### src/rtl/hazard_pkg.sv
// -----------------------------------------------------------------------------
// hazard_pkg
//   Shared types and constants for the pipeline hazard sequencer.
//   - creg_addr_t  : architectural register index (x0..x31)
//   - REG_ZERO     : the hard-wired zero register, never a hazard source
//   - stage_ctl_t  : hold / bubble pair for one pipeline register
//   - ctl_state_e  : sequencer state (normal running / discarding a stale fetch)
//   - ctl_act_e    : the single action chosen by the priority mux each cycle
//   - reg_match()  : true when a source register really depends on a destination
// -----------------------------------------------------------------------------
package hazard_pkg;

    localparam int REG_W = 5;
    localparam int PC_W  = 64;

    typedef logic [REG_W-1:0] creg_addr_t;

    localparam creg_addr_t REG_ZERO = '0;

    typedef struct packed {
        logic stall;
        logic flush;
    } stage_ctl_t;

    typedef enum logic {
        RUN  = 1'b0,
        DROP = 1'b1
    } ctl_state_e;

    // One action per cycle; the order of the encodings carries no meaning,
    // the priority lives in hazard_ctrl.
    typedef enum logic [2:0] {
        ACT_NONE   = 3'd0,
        ACT_DBUSY  = 3'd1,
        ACT_IFETCH = 3'd2,
        ACT_HAZARD = 3'd3,
        ACT_JUMP   = 3'd4,
        ACT_DROP   = 3'd5
    } ctl_act_e;

    // Writes to x0 are discarded, so a match on x0 is never a dependency.
    function automatic logic reg_match(input creg_addr_t src, input creg_addr_t dst);
        return (dst != REG_ZERO) && (src == dst);
    endfunction

endpackage

### src/rtl/hazard_ctrl_detect.sv
// -----------------------------------------------------------------------------
// hazard_detect
//   Pure combinational detection of the two data hazards the sequencer must
//   resolve by stalling decode:
//     lu : load-use   - D reads a register that the load in E has not fetched yet
//     bo : branch-op  - a D-stage branch/JALR needs an operand that is either
//                       still being computed in E or still being loaded in M
//                       (branches compare in D, so E->D and load-M->D forwarding
//                       is not available to them)
//
// Ports
//   ra1, ra2      in  D-stage source registers
//   use1, use2    in  D instruction actually reads ra1 / ra2
//   d_branch      in  D instruction resolves in D and needs both operands
//   e_memread     in  E instruction is a load
//   e_regwrite    in  E instruction writes a register
//   e_dst         in  E destination register
//   m_memread     in  M instruction is a load
//   m_dst         in  M destination register
//   lu            out load-use hazard
//   bo            out branch-operand hazard
// -----------------------------------------------------------------------------
module hazard_detect
    import hazard_pkg::*;
(
    input  creg_addr_t ra1,
    input  creg_addr_t ra2,
    input  logic       use1,
    input  logic       use2,
    input  logic       d_branch,
    input  logic       e_memread,
    input  logic       e_regwrite,
    input  creg_addr_t e_dst,
    input  logic       m_memread,
    input  creg_addr_t m_dst,
    output logic       lu,
    output logic       bo
);

    logic e_hit1;
    logic e_hit2;
    logic m_hit1;
    logic m_hit2;

    assign e_hit1 = reg_match(ra1, e_dst);
    assign e_hit2 = reg_match(ra2, e_dst);
    assign m_hit1 = reg_match(ra1, m_dst);
    assign m_hit2 = reg_match(ra2, m_dst);

    // Load-use only matters for operands the instruction really reads.
    assign lu = e_memread & ((use1 & e_hit1) | (use2 & e_hit2));

    // Branches are conservative: either operand field matching is enough.
    assign bo = d_branch & ((e_regwrite & (e_hit1 | e_hit2))
                          | (m_memread  & (m_hit1 | m_hit2)));

endmodule

### src/rtl/hazard_ctrl.sv
// -----------------------------------------------------------------------------
// hazard_ctrl
//   Central sequencer for the 5-stage pipeline. Each cycle it picks exactly one
//   action from (highest first): data-bus wait, instruction-fetch wait, data
//   hazard, taken jump. A taken jump while a fetch is still outstanding moves
//   the sequencer into DROP, where fetch is held and decode is bubbled until
//   the stale response arrives and is discarded.
//   A saturating counter reports the number of cycles fetch was stalled.
//
// Parameters
//   CNT_W        width of stall_cnt; the counter saturates at all-ones
//
// Ports
//   clk          core clock
//   reset        asynchronous, active-high
//   ra1, ra2     D-stage source registers; use1/use2 qualify them
//   d_branch     D instruction needs its operands in D
//   jump_d       D resolved a taken branch/jump to pcsrc_d
//   e_*, m_*     producer information from E and M
//   i_busy       fetch request outstanding
//   i_data_ok    fetch response this cycle
//   d_busy       M-stage data request outstanding
//   stallF..M    hold the corresponding stage register
//   flushD/E/W   load a bubble into the corresponding stage register
//   redirect     one-cycle pulse: load PC with redirect_pc
//   redirect_pc  jump target; holds the last target between jumps
//   drop_fetch   discard the instruction returned with i_data_ok
//   stall_cnt    cycles with stallF=1 (saturating)
// -----------------------------------------------------------------------------
module hazard_ctrl
    import hazard_pkg::*;
#(
    parameter int CNT_W = 32
) (
    input  logic             clk,
    input  logic             reset,
    input  creg_addr_t       ra1,
    input  creg_addr_t       ra2,
    input  logic             use1,
    input  logic             use2,
    input  logic             d_branch,
    input  logic             jump_d,
    input  logic [PC_W-1:0]  pcsrc_d,
    input  logic             e_memread,
    input  logic             e_regwrite,
    input  creg_addr_t       e_dst,
    input  logic             m_memread,
    input  creg_addr_t       m_dst,
    input  logic             i_busy,
    input  logic             i_data_ok,
    input  logic             d_busy,
    output logic             stallF,
    output logic             stallD,
    output logic             stallE,
    output logic             stallM,
    output logic             flushD,
    output logic             flushE,
    output logic             flushW,
    output logic             redirect,
    output logic [PC_W-1:0]  redirect_pc,
    output logic             drop_fetch,
    output logic [CNT_W-1:0] stall_cnt
);

    localparam logic [CNT_W-1:0] CNT_MAX = '1;

    // ------------------------------------------------------------------
    // Hazard detection
    // ------------------------------------------------------------------
    logic lu;
    logic bo;

    hazard_detect u_detect (
        .ra1        (ra1),
        .ra2        (ra2),
        .use1       (use1),
        .use2       (use2),
        .d_branch   (d_branch),
        .e_memread  (e_memread),
        .e_regwrite (e_regwrite),
        .e_dst      (e_dst),
        .m_memread  (m_memread),
        .m_dst      (m_dst),
        .lu         (lu),
        .bo         (bo)
    );

    // ------------------------------------------------------------------
    // State
    // ------------------------------------------------------------------
    ctl_state_e        state_q;
    ctl_state_e        state_d;
    ctl_act_e          act;
    logic [PC_W-1:0]   redirect_pc_q;
    logic [PC_W-1:0]   redirect_pc_d;
    logic [CNT_W-1:0]  stall_cnt_q;
    logic [CNT_W-1:0]  stall_cnt_d;

    // Raw (pre-reset-gating) control decisions.
    stage_ctl_t ctl_d;
    stage_ctl_t ctl_e;
    logic       stall_f;
    logic       stall_m;
    logic       flush_w;
    logic       redirect_raw;
    logic       drop_raw;

    // ------------------------------------------------------------------
    // Priority mux: exactly one action per cycle.
    // A data-bus wait freezes everything, including a pending jump, because
    // the jump is simply re-presented once the pipeline moves again.
    // In DROP decode holds a bubble, so neither hazards nor jumps can occur.
    // A jump is ignored under a data hazard because its operands are stale.
    // ------------------------------------------------------------------
    // NOTE: every combinational block assigns a default first so that no
    // path leaves a variable unassigned, which would infer a latch.
    always_comb begin
        act = ACT_NONE;
        if (d_busy) begin
            act = ACT_DBUSY;
        end else if (state_q == DROP) begin
            act = ACT_DROP;
        end else if (i_busy && !jump_d) begin
            act = ACT_IFETCH;
        end else if (lu || bo) begin
            act = ACT_HAZARD;
        end else if (jump_d) begin
            act = ACT_JUMP;
        end
    end

    // ------------------------------------------------------------------
    // FSM process 1: state register
    // ------------------------------------------------------------------
    // NOTE: clocked state uses non-blocking assignments so every flop samples
    // its pre-edge value regardless of statement order.
    always_ff @(posedge clk or posedge reset) begin
        if (reset) begin
            state_q <= RUN;
        end else begin
            state_q <= state_d;
        end
    end

    // ------------------------------------------------------------------
    // FSM process 2: next state
    // A jump taken while the fetch of the sequential instruction is still in
    // flight must discard that response when it finally arrives. If the
    // response arrives in the jump cycle itself, flushD already kills it.
    // The DROP exit is independent of d_busy: the fetch response is consumed
    // (and discarded) whatever the data side is doing.
    // ------------------------------------------------------------------
    always_comb begin
        state_d = state_q;
        unique case (state_q)
            RUN: begin
                if (act == ACT_JUMP && i_busy && !i_data_ok) begin
                    state_d = DROP;
                end
            end
            DROP: begin
                if (i_data_ok) begin
                    state_d = RUN;
                end
            end
            default: state_d = RUN;
        endcase
    end

    // ------------------------------------------------------------------
    // FSM process 3: outputs
    // ------------------------------------------------------------------
    always_comb begin
        ctl_d        = '0;
        ctl_e        = '0;
        stall_f      = 1'b0;
        stall_m      = 1'b0;
        flush_w      = 1'b0;
        redirect_raw = 1'b0;

        unique case (act)
            ACT_DBUSY: begin
                // M cannot retire: hold F..M and send a bubble to W.
                stall_f     = 1'b1;
                ctl_d.stall = 1'b1;
                ctl_e.stall = 1'b1;
                stall_m     = 1'b1;
                flush_w     = 1'b1;
            end
            ACT_IFETCH, ACT_HAZARD: begin
                // Hold the front end and let E drain with a bubble.
                stall_f     = 1'b1;
                ctl_d.stall = 1'b1;
                ctl_e.flush = 1'b1;
            end
            ACT_JUMP: begin
                // The instruction behind the jump is on the wrong path.
                redirect_raw = 1'b1;
                ctl_d.flush  = 1'b1;
            end
            ACT_DROP: begin
                // PC is already redirected; wait for the stale response.
                stall_f     = 1'b1;
                ctl_d.flush = 1'b1;
            end
            default: ;
        endcase

        drop_raw = (state_q == DROP) && i_data_ok;
    end

    // Outputs are forced low while reset is asserted, so an asynchronous
    // reset in the middle of a cycle quiets the pipeline immediately.
    assign stallF     = ~reset & stall_f;
    assign stallD     = ~reset & ctl_d.stall;
    assign stallE     = ~reset & ctl_e.stall;
    assign stallM     = ~reset & stall_m;
    assign flushD     = ~reset & ctl_d.flush;
    assign flushE     = ~reset & ctl_e.flush;
    assign flushW     = ~reset & flush_w;
    assign redirect   = ~reset & redirect_raw;
    assign drop_fetch = ~reset & drop_raw;

    // ------------------------------------------------------------------
    // Redirect target: presented straight through in the jump cycle and
    // held afterwards, so fetch sees a stable value while it is stalled.
    // ------------------------------------------------------------------
    assign redirect_pc_d = redirect ? pcsrc_d : redirect_pc_q;
    assign redirect_pc   = redirect_pc_d;

    // ------------------------------------------------------------------
    // Stall-cycle counter: saturates instead of wrapping so long runs read
    // as "at least this many" rather than a small bogus number.
    // ------------------------------------------------------------------
    always_comb begin
        stall_cnt_d = stall_cnt_q;
        if (stallF && (stall_cnt_q != CNT_MAX)) begin
            stall_cnt_d = stall_cnt_q + CNT_W'(1);
        end
    end

    assign stall_cnt = stall_cnt_q;

    always_ff @(posedge clk or posedge reset) begin
        if (reset) begin
            redirect_pc_q <= '0;
            stall_cnt_q   <= '0;
        end else begin
            redirect_pc_q <= redirect_pc_d;
            stall_cnt_q   <= stall_cnt_d;
        end
    end

endmodule

### config.mk
export PLATFORM = sky130hd
export DESIGN_NAME = hazard_ctrl
export DESIGN_NICKNAME = d
export VERILOG_FILES = /design/src/rtl/hazard_pkg.sv /design/src/rtl/hazard_ctrl_detect.sv /design/src/rtl/hazard_ctrl.sv
export SDC_FILE = /design/constraint.sdc
export NUM_CORES = 1
export LEC_CHECK = 0
export ABC_AREA = 1
export CORE_MARGIN = 3
export CORE_UTILIZATION = 35
export CTS_CLUSTER_DIAMETER = 120
export DETAILED_ROUTE_END_ITERATION = 10
export GPL_ROUTABILITY_DRIVEN = 0
export PLACE_DENSITY = 0.67
export SYNTH_ARGS = -nofsm -noshare
export SYNTH_HDL_FRONTEND = slang
export SYNTH_SLANG_ARGS = --single-unit
### constraint.sdc
create_clock -name clk -period 5.6 [get_ports clk]
set_input_delay 0.56 -clock clk [delete_from_list [all_inputs] [get_ports clk]]
set_output_delay 0.56 -clock clk [all_outputs]
set_load 0.05 [all_outputs]
# After elaboration in Yosys (flattened, before gate mapping)
# Cells that the tools add are included.
[word_totals]
ramBits = 0
romBits = 0
output_inout_bits = 105
mem_count = 0
register_bits = 97
in_bits = 96
latch_bits = 0
[op_classes]
bitwise_logic = 19
mul = 0
eq_ne = 10
reduce_logical = 18
n_lt_le_gt_ge = 0
div_mod_pow = 0
shift = 0
n_mux = 15
addsub = 1
[op_table]
columns = ["op", "n"]
rows = [
  ["2-to-1 mux 64 bit", 1],
  ["adder 32 x 1 -> 32 bit, second input constant", 1],
  ["!= test 32 bit, second input constant", 1],
  ["== test 5 bit", 4],
  ["2-to-1 mux 3 bit", 5],
  ["AND 1 bit", 13],
  ["nonzero test 5 bit", 2],
  ["logical AND 1 bit", 9],
  ["2-to-1 mux 1 bit", 8],
  ["== test 3 x 2 -> 1 bit, second input constant", 2],
  ["== test 3 bit, second input constant", 2],
  ["bitwise OR 1 bit", 4],
  ["OR reduction 2 bit", 2],
  ["OR reduction 4 bit", 1],
  ["== test 3 x 1 -> 1 bit, second input constant", 1],
  ["OR reduction 3 bit", 1],
  ["zero test 1 bit", 2],
  ["inverter 1 bit", 2],
  ["case mux 1 bit (2 select lines)", 1],
  ["logical OR 1 bit", 1],
]

# Logic depth before layout (Yosys ltp)
[logic_depth]
depth_word = 16
ltp_mapped = 16

# By module
# From an unflattened synthesis, not the netlist that was laid out.
[unflattened]
cells_unflattened = 744
hier_area_um2 = 5162.5
[modules_own_cells]
columns = ["module", "seq_area_each_um2", "n_inst", "cells_each", "area_each_um2"]
rows = [
  ["hazard_ctrl", 2427.3, 1, 655, 4748.3],
  ["hazard_detect", 0.0, 1, 89, 414.1],
]

# Worst setup path before layout
# No wires, ideal clock.
[synth_timing]
kind = "input -> output"
from = "input reset"
to = "output stallF"
cell_stages = 4
t_required_ps = 5040
path_slack_ps = 766
path_buffers = 1
arrival_time_ps = 4274
cell_sequence = "inv_2 > clkbuf_1 > nand2_1 > inv_1"
[synth_via]
elab_chain_cells = 2
[synth_lines]
columns = ["item", "line", "rtl"]
rows = [
  ["from (decl)", "hazard_ctrl.sv:36", "input logic reset,"],
  ["inverter 1 bit", "hazard_ctrl.sv:214", "assign stallF = ~reset & stall_f;"],
  ["AND 1 bit", "hazard_ctrl.sv:214", ""],
  ["to (decl)", "hazard_ctrl.sv:52", "output logic stallF,"],
]
# No other way between the ends.

# Worst setup path after layout
[layout_timing]
from = "input e_dst[4]"
to = "output redirect_pc[0]"
[layout_via]
elab_chain_cells = 15
elab_cells_between_ends = 22
classes_between = "eq/ne: 3; mux: 6; bitwise: 9; reduce/logical: 4"
[layout_lines]
columns = ["item", "line", "rtl"]
rows = [
  ["from (decl)", "hazard_ctrl.sv:46", "input creg_addr_t e_dst,"],
  ["== test 5 bit / nonzero test 5 bit (equally long branches)", "hazard_pkg.sv:43", "return (dst != REG_ZERO) && (src == dst);"],
  ["logical AND 1 bit", "hazard_pkg.sv:43", ""],
  ["bitwise OR 1 bit", "hazard_ctrl_detect.sv:54", "assign bo = d_branch & ((e_regwrite & (e_hit1 | e_hit2))"],
  ["AND 1 bit", "hazard_ctrl_detect.sv:54", ""],
  ["bitwise OR 1 bit", "hazard_ctrl_detect.sv:55", "| (m_memread & (m_hit1 | m_hit2)));"],
  ["AND 1 bit", "hazard_ctrl_detect.sv:54", ""],
  ["logical OR 1 bit (*)", "hazard_ctrl.sv:125", "end else if (lu || bo) begin"],
  ["2-to-1 mux 3 bit (*)", "hazard_ctrl.sv:125", ""],
  ["2-to-1 mux 3 bit (*)", "hazard_ctrl.sv:123", "end else if (i_busy && !jump_d) begin"],
  ["2-to-1 mux 3 bit (*)", "hazard_ctrl.sv:121", "end else if (state_q == DROP) begin"],
  ["2-to-1 mux 3 bit (*)", "hazard_ctrl.sv:119", "if (d_busy) begin"],
  ["== test 3 bit (*)", "hazard_ctrl.sv:181", "unique case (act)"],
  ["2-to-1 mux 1 bit (*)", "hazard_ctrl.sv:181", ""],
  ["AND 1 bit (*)", "hazard_ctrl.sv:221", "assign redirect = ~reset & redirect_raw;"],
  ["2-to-1 mux 64 bit (*)", "hazard_ctrl.sv:228", "assign redirect_pc_d = redirect ? pcsrc_d : redirect_pc_q;"],
  ["to (decl)", "hazard_ctrl.sv:60", "output logic [PC_W-1:0] redirect_pc,"],
]
# Mark *: on every way between the ends. The rest lies on a longest branch, timed or not.

==> flow_summary.toml <==
[drt]
first_pass_iters = 4
vias_per_cell = 4.69
wl_per_cell_um = 14.2
antenna_left = 0
vias = 4896
drt_iter0_drc = 283
drc = 0
drt-total-wl_mm = 14.8

[worst_setup_path]
crit_path_cell_trace = "clkdlybuf4s50_1 -> inv_2 -> nand2_1 -> nand2_1 -> nor2_1 -> nand3_1 -> o21ai_1 -> nand2_1 -> nand4_1 -> inv_1 -> nand2_2 -> buf_4 -> nand2_1 -> nand2_1 -> clkdlybuf4s50_1"
cp_num_buf_inv = 5
arrival_ns = 3.86
crit_type = "input port to output pin"
critical_path_depth = 15
reg2reg_to = "stall_cnt[11]"
crit_fanout = 38
rrSetupSlack_ns = 2.86
crit_start = "e_dst[4]"
r2r_cells = 9
cp-end-kind = "output pin"
startpoint_type = "input port"
cp_common_cell = "nand2_1"
worst_path_max_delay_cell = "clkdlybuf4s50_1"
crit_end = "redirect_pc[0]"
critPathTopFamily = "buffers and inverters"
cp_slowest_stage_delay_ns = 0.82
crit_required_ns = 5.04
r2r-start = "stall_cnt[1]"

[die]
coreArea_um2 = 14000
die_w_um = 126
io_pins = 201
fp.dieArea_um2 = 16000
start_util = 0.361
die_height_um = 126
rows = 43

[cts]
ctsResizeCount = 0
cts_hold_buf = 0
cts_tree = "yes"
h-tree-depth = 3
root_buffer = "clkbuf_16"
post_cts_buffers = 0
cts.path.max_buffers = 2
cts_buffers = 9
clock_latency_ns = 0.35
cts_sinks = 97
clk_pin_slew_worst_paths_ns = 0.06

[timing]
tightest_slew_ns = 0.772
drv_slew = 0
skew_ns = 0.00512
fmax_mhz = 226
period_needed_ns = 4.42
hold_viol_final = 0
post-route-period-util = 0.789
slew_headroom = 0.485
setup-violations-final = 0
fin_setup_tns_ns = 0
rsz0062_at_grt = "no"

[global_route]
grt_max_degree = 66
grtUsageTotal = 0.189
grt_pass1_wl_mm = 24.4
grt_antenna_before_repair = 0
grt_pass1_vias = 4892
grt_overflow_total = 0

[yosys]
synthAdderAreaFrac = 0.00247
synth_flop_cell = "dfrtp_1"
syn_nets = 766
synth-xor-area-share = 0.0708
synthesis.area_um2 = 5070
synth.avg_cell_area_um2 = 7.58
synth_most_common_cell = "nand2_1"
synth-edff-count = 0
ys_types = 23
ys.warnings.count = 0
seq_area_frac_synth = 0.479
synth.largest_area_cell = "dfrtp_1"
yosys.area_share.simple = 0.381
synth_compound_area_frac = 0.00296
synthTopCellsByArea = "dfrtp_1 48%, nand2_1 25%, nand4_1 5.1%, xor2_1 4.8%, nor2_1 2.7%"
synth_top_family_by_area = "simple AND/OR/NAND/NOR gates"
ys_ff_latch = 97
syn_inst = 669
async_reset_ff_frac = 1.00
synth_common_cells = "334 x nand2_1, 97 x dfrtp_1, 41 x nand4_1"
yosys-mux-area-fraction = 0
synth_top_area_frac = 0.479

[pwr]
p_leak_nw = 3.66
p_per_area_nw_per_um2 = 312
ir_drop_uv = 196

[min_path]
min_path_type = "flop to flop"

[status]
status = "complete, no violations"

[place]
io_buffer_count = 200
dp_hpwl_mm = 11.1
dp_cells = 1028

[layout]
fin_nets = 956
diodes = 0
layout.cells.non_filler = 1043
drive_above_1_share = 0.0417
syn_to_final_growth_pct = 47.1

[job]
max_cap_viol_count = 0
through the flow:
stage	utilization	total power, mW	hold slack (ns)	setup WS (ns)	instance area, um^2
2_1_floorplan	-	1.43	0.472	0.766	5070
3_3_place_gp	0.512	1.77	0.451	1.19	7190
3_5_place_dp	0.512	1.77	0.455	1.14	7190
4_1_cts	0.531	2.36	0.470	1.14	7460
5_1_grt	0.531	2.45	0.490	0.851	7460
6_report	0.531	2.33	0.465	1.18	7460
worst reg2reg max path, stage by stage, from the launching register on:
cell and delay (ns):
dfrtp_1 0.42, ha_1 0.23, nand3_2 0.16, nor3_4 0.23
inv_2 0.10, nor4_4 0.23, nand2_2 0.46, nand3_2 0.63
nand2_1 0.13, nand2_1 0.09
worst min path at each step:
stage / start / end / slack, ns / depth (start not counted)
final: redirect_pc_q[58] / redirect_pc_q[58] / 0.46 / 2
after global routing: redirect_pc_q[19] / redirect_pc_q[19] / 0.49 / 2
after CTS: redirect_pc_q[50] / redirect_pc_q[50] / 0.47 / 2
after detailed placement: redirect_pc_q[58] / redirect_pc_q[58] / 0.45 / 2
after global placement: redirect_pc_q[63] / redirect_pc_q[63] / 0.45 / 2
after floorplan: state_q / state_q / 0.47 / 2
state kept, by name, indices dropped and copies added (netlist names):
register	cells
state_q	1
redirect_pc_q	64
stall_cnt	32
power breakdown:
part / switching (mW) / internal [mW]
clock: 0.273 / 0.301
sequential: 0.0439 / 0.803
combinational: 0.607 / 0.302
total: 0.924 / 1.41
layout by cell type (no fill, tap or decap), drive strengths merged:
master / count
nand2: 337
clkdlybuf4s50: 200
dfrtp: 97
nand4: 42
inv: 41
nor2: 37
xor2: 28
nand3: 22
nor3: 19
xnor2: 13
clkbuf: 9
buf: 8
o21ai: 3
clkinv: 3
nor4: 2
ha: 1
clkinvlp: 1
cell families (layout without fill, tap and decap cells):
group,Yosys count,in the layout
simple gates,459,459
flops,97,97
buf+inv,68,262
xor+xnor,41,41
compound gates,3,3
fa+ha+maj,1,1
layer usage:
layer / global-route usage / vias to the layer above / routed length, um
li1: - / 2492 / -
met1: 0.237 / 2240 / 6200
met2: 0.308 / 150 / 7110
met3: 0.0712 / 14 / 1190
met4: 0.0498 / 0 / 265
met5: 0 / - / 0
layout make-up:
cell class | instances | area [um^2]
Sequential cell | 97 | 2430
Fill cell | 1361 | 6580
Inverter | 39 | 149
Timing Repair Buffer | 208 | 2060
Tap cell | 180 | 225
Clock buffer | 9 | 225
Multi-Input combinational cell | 504 | 2330
Clock inverter | 6 | 43.8
Power figures use the tool's default switching activity.
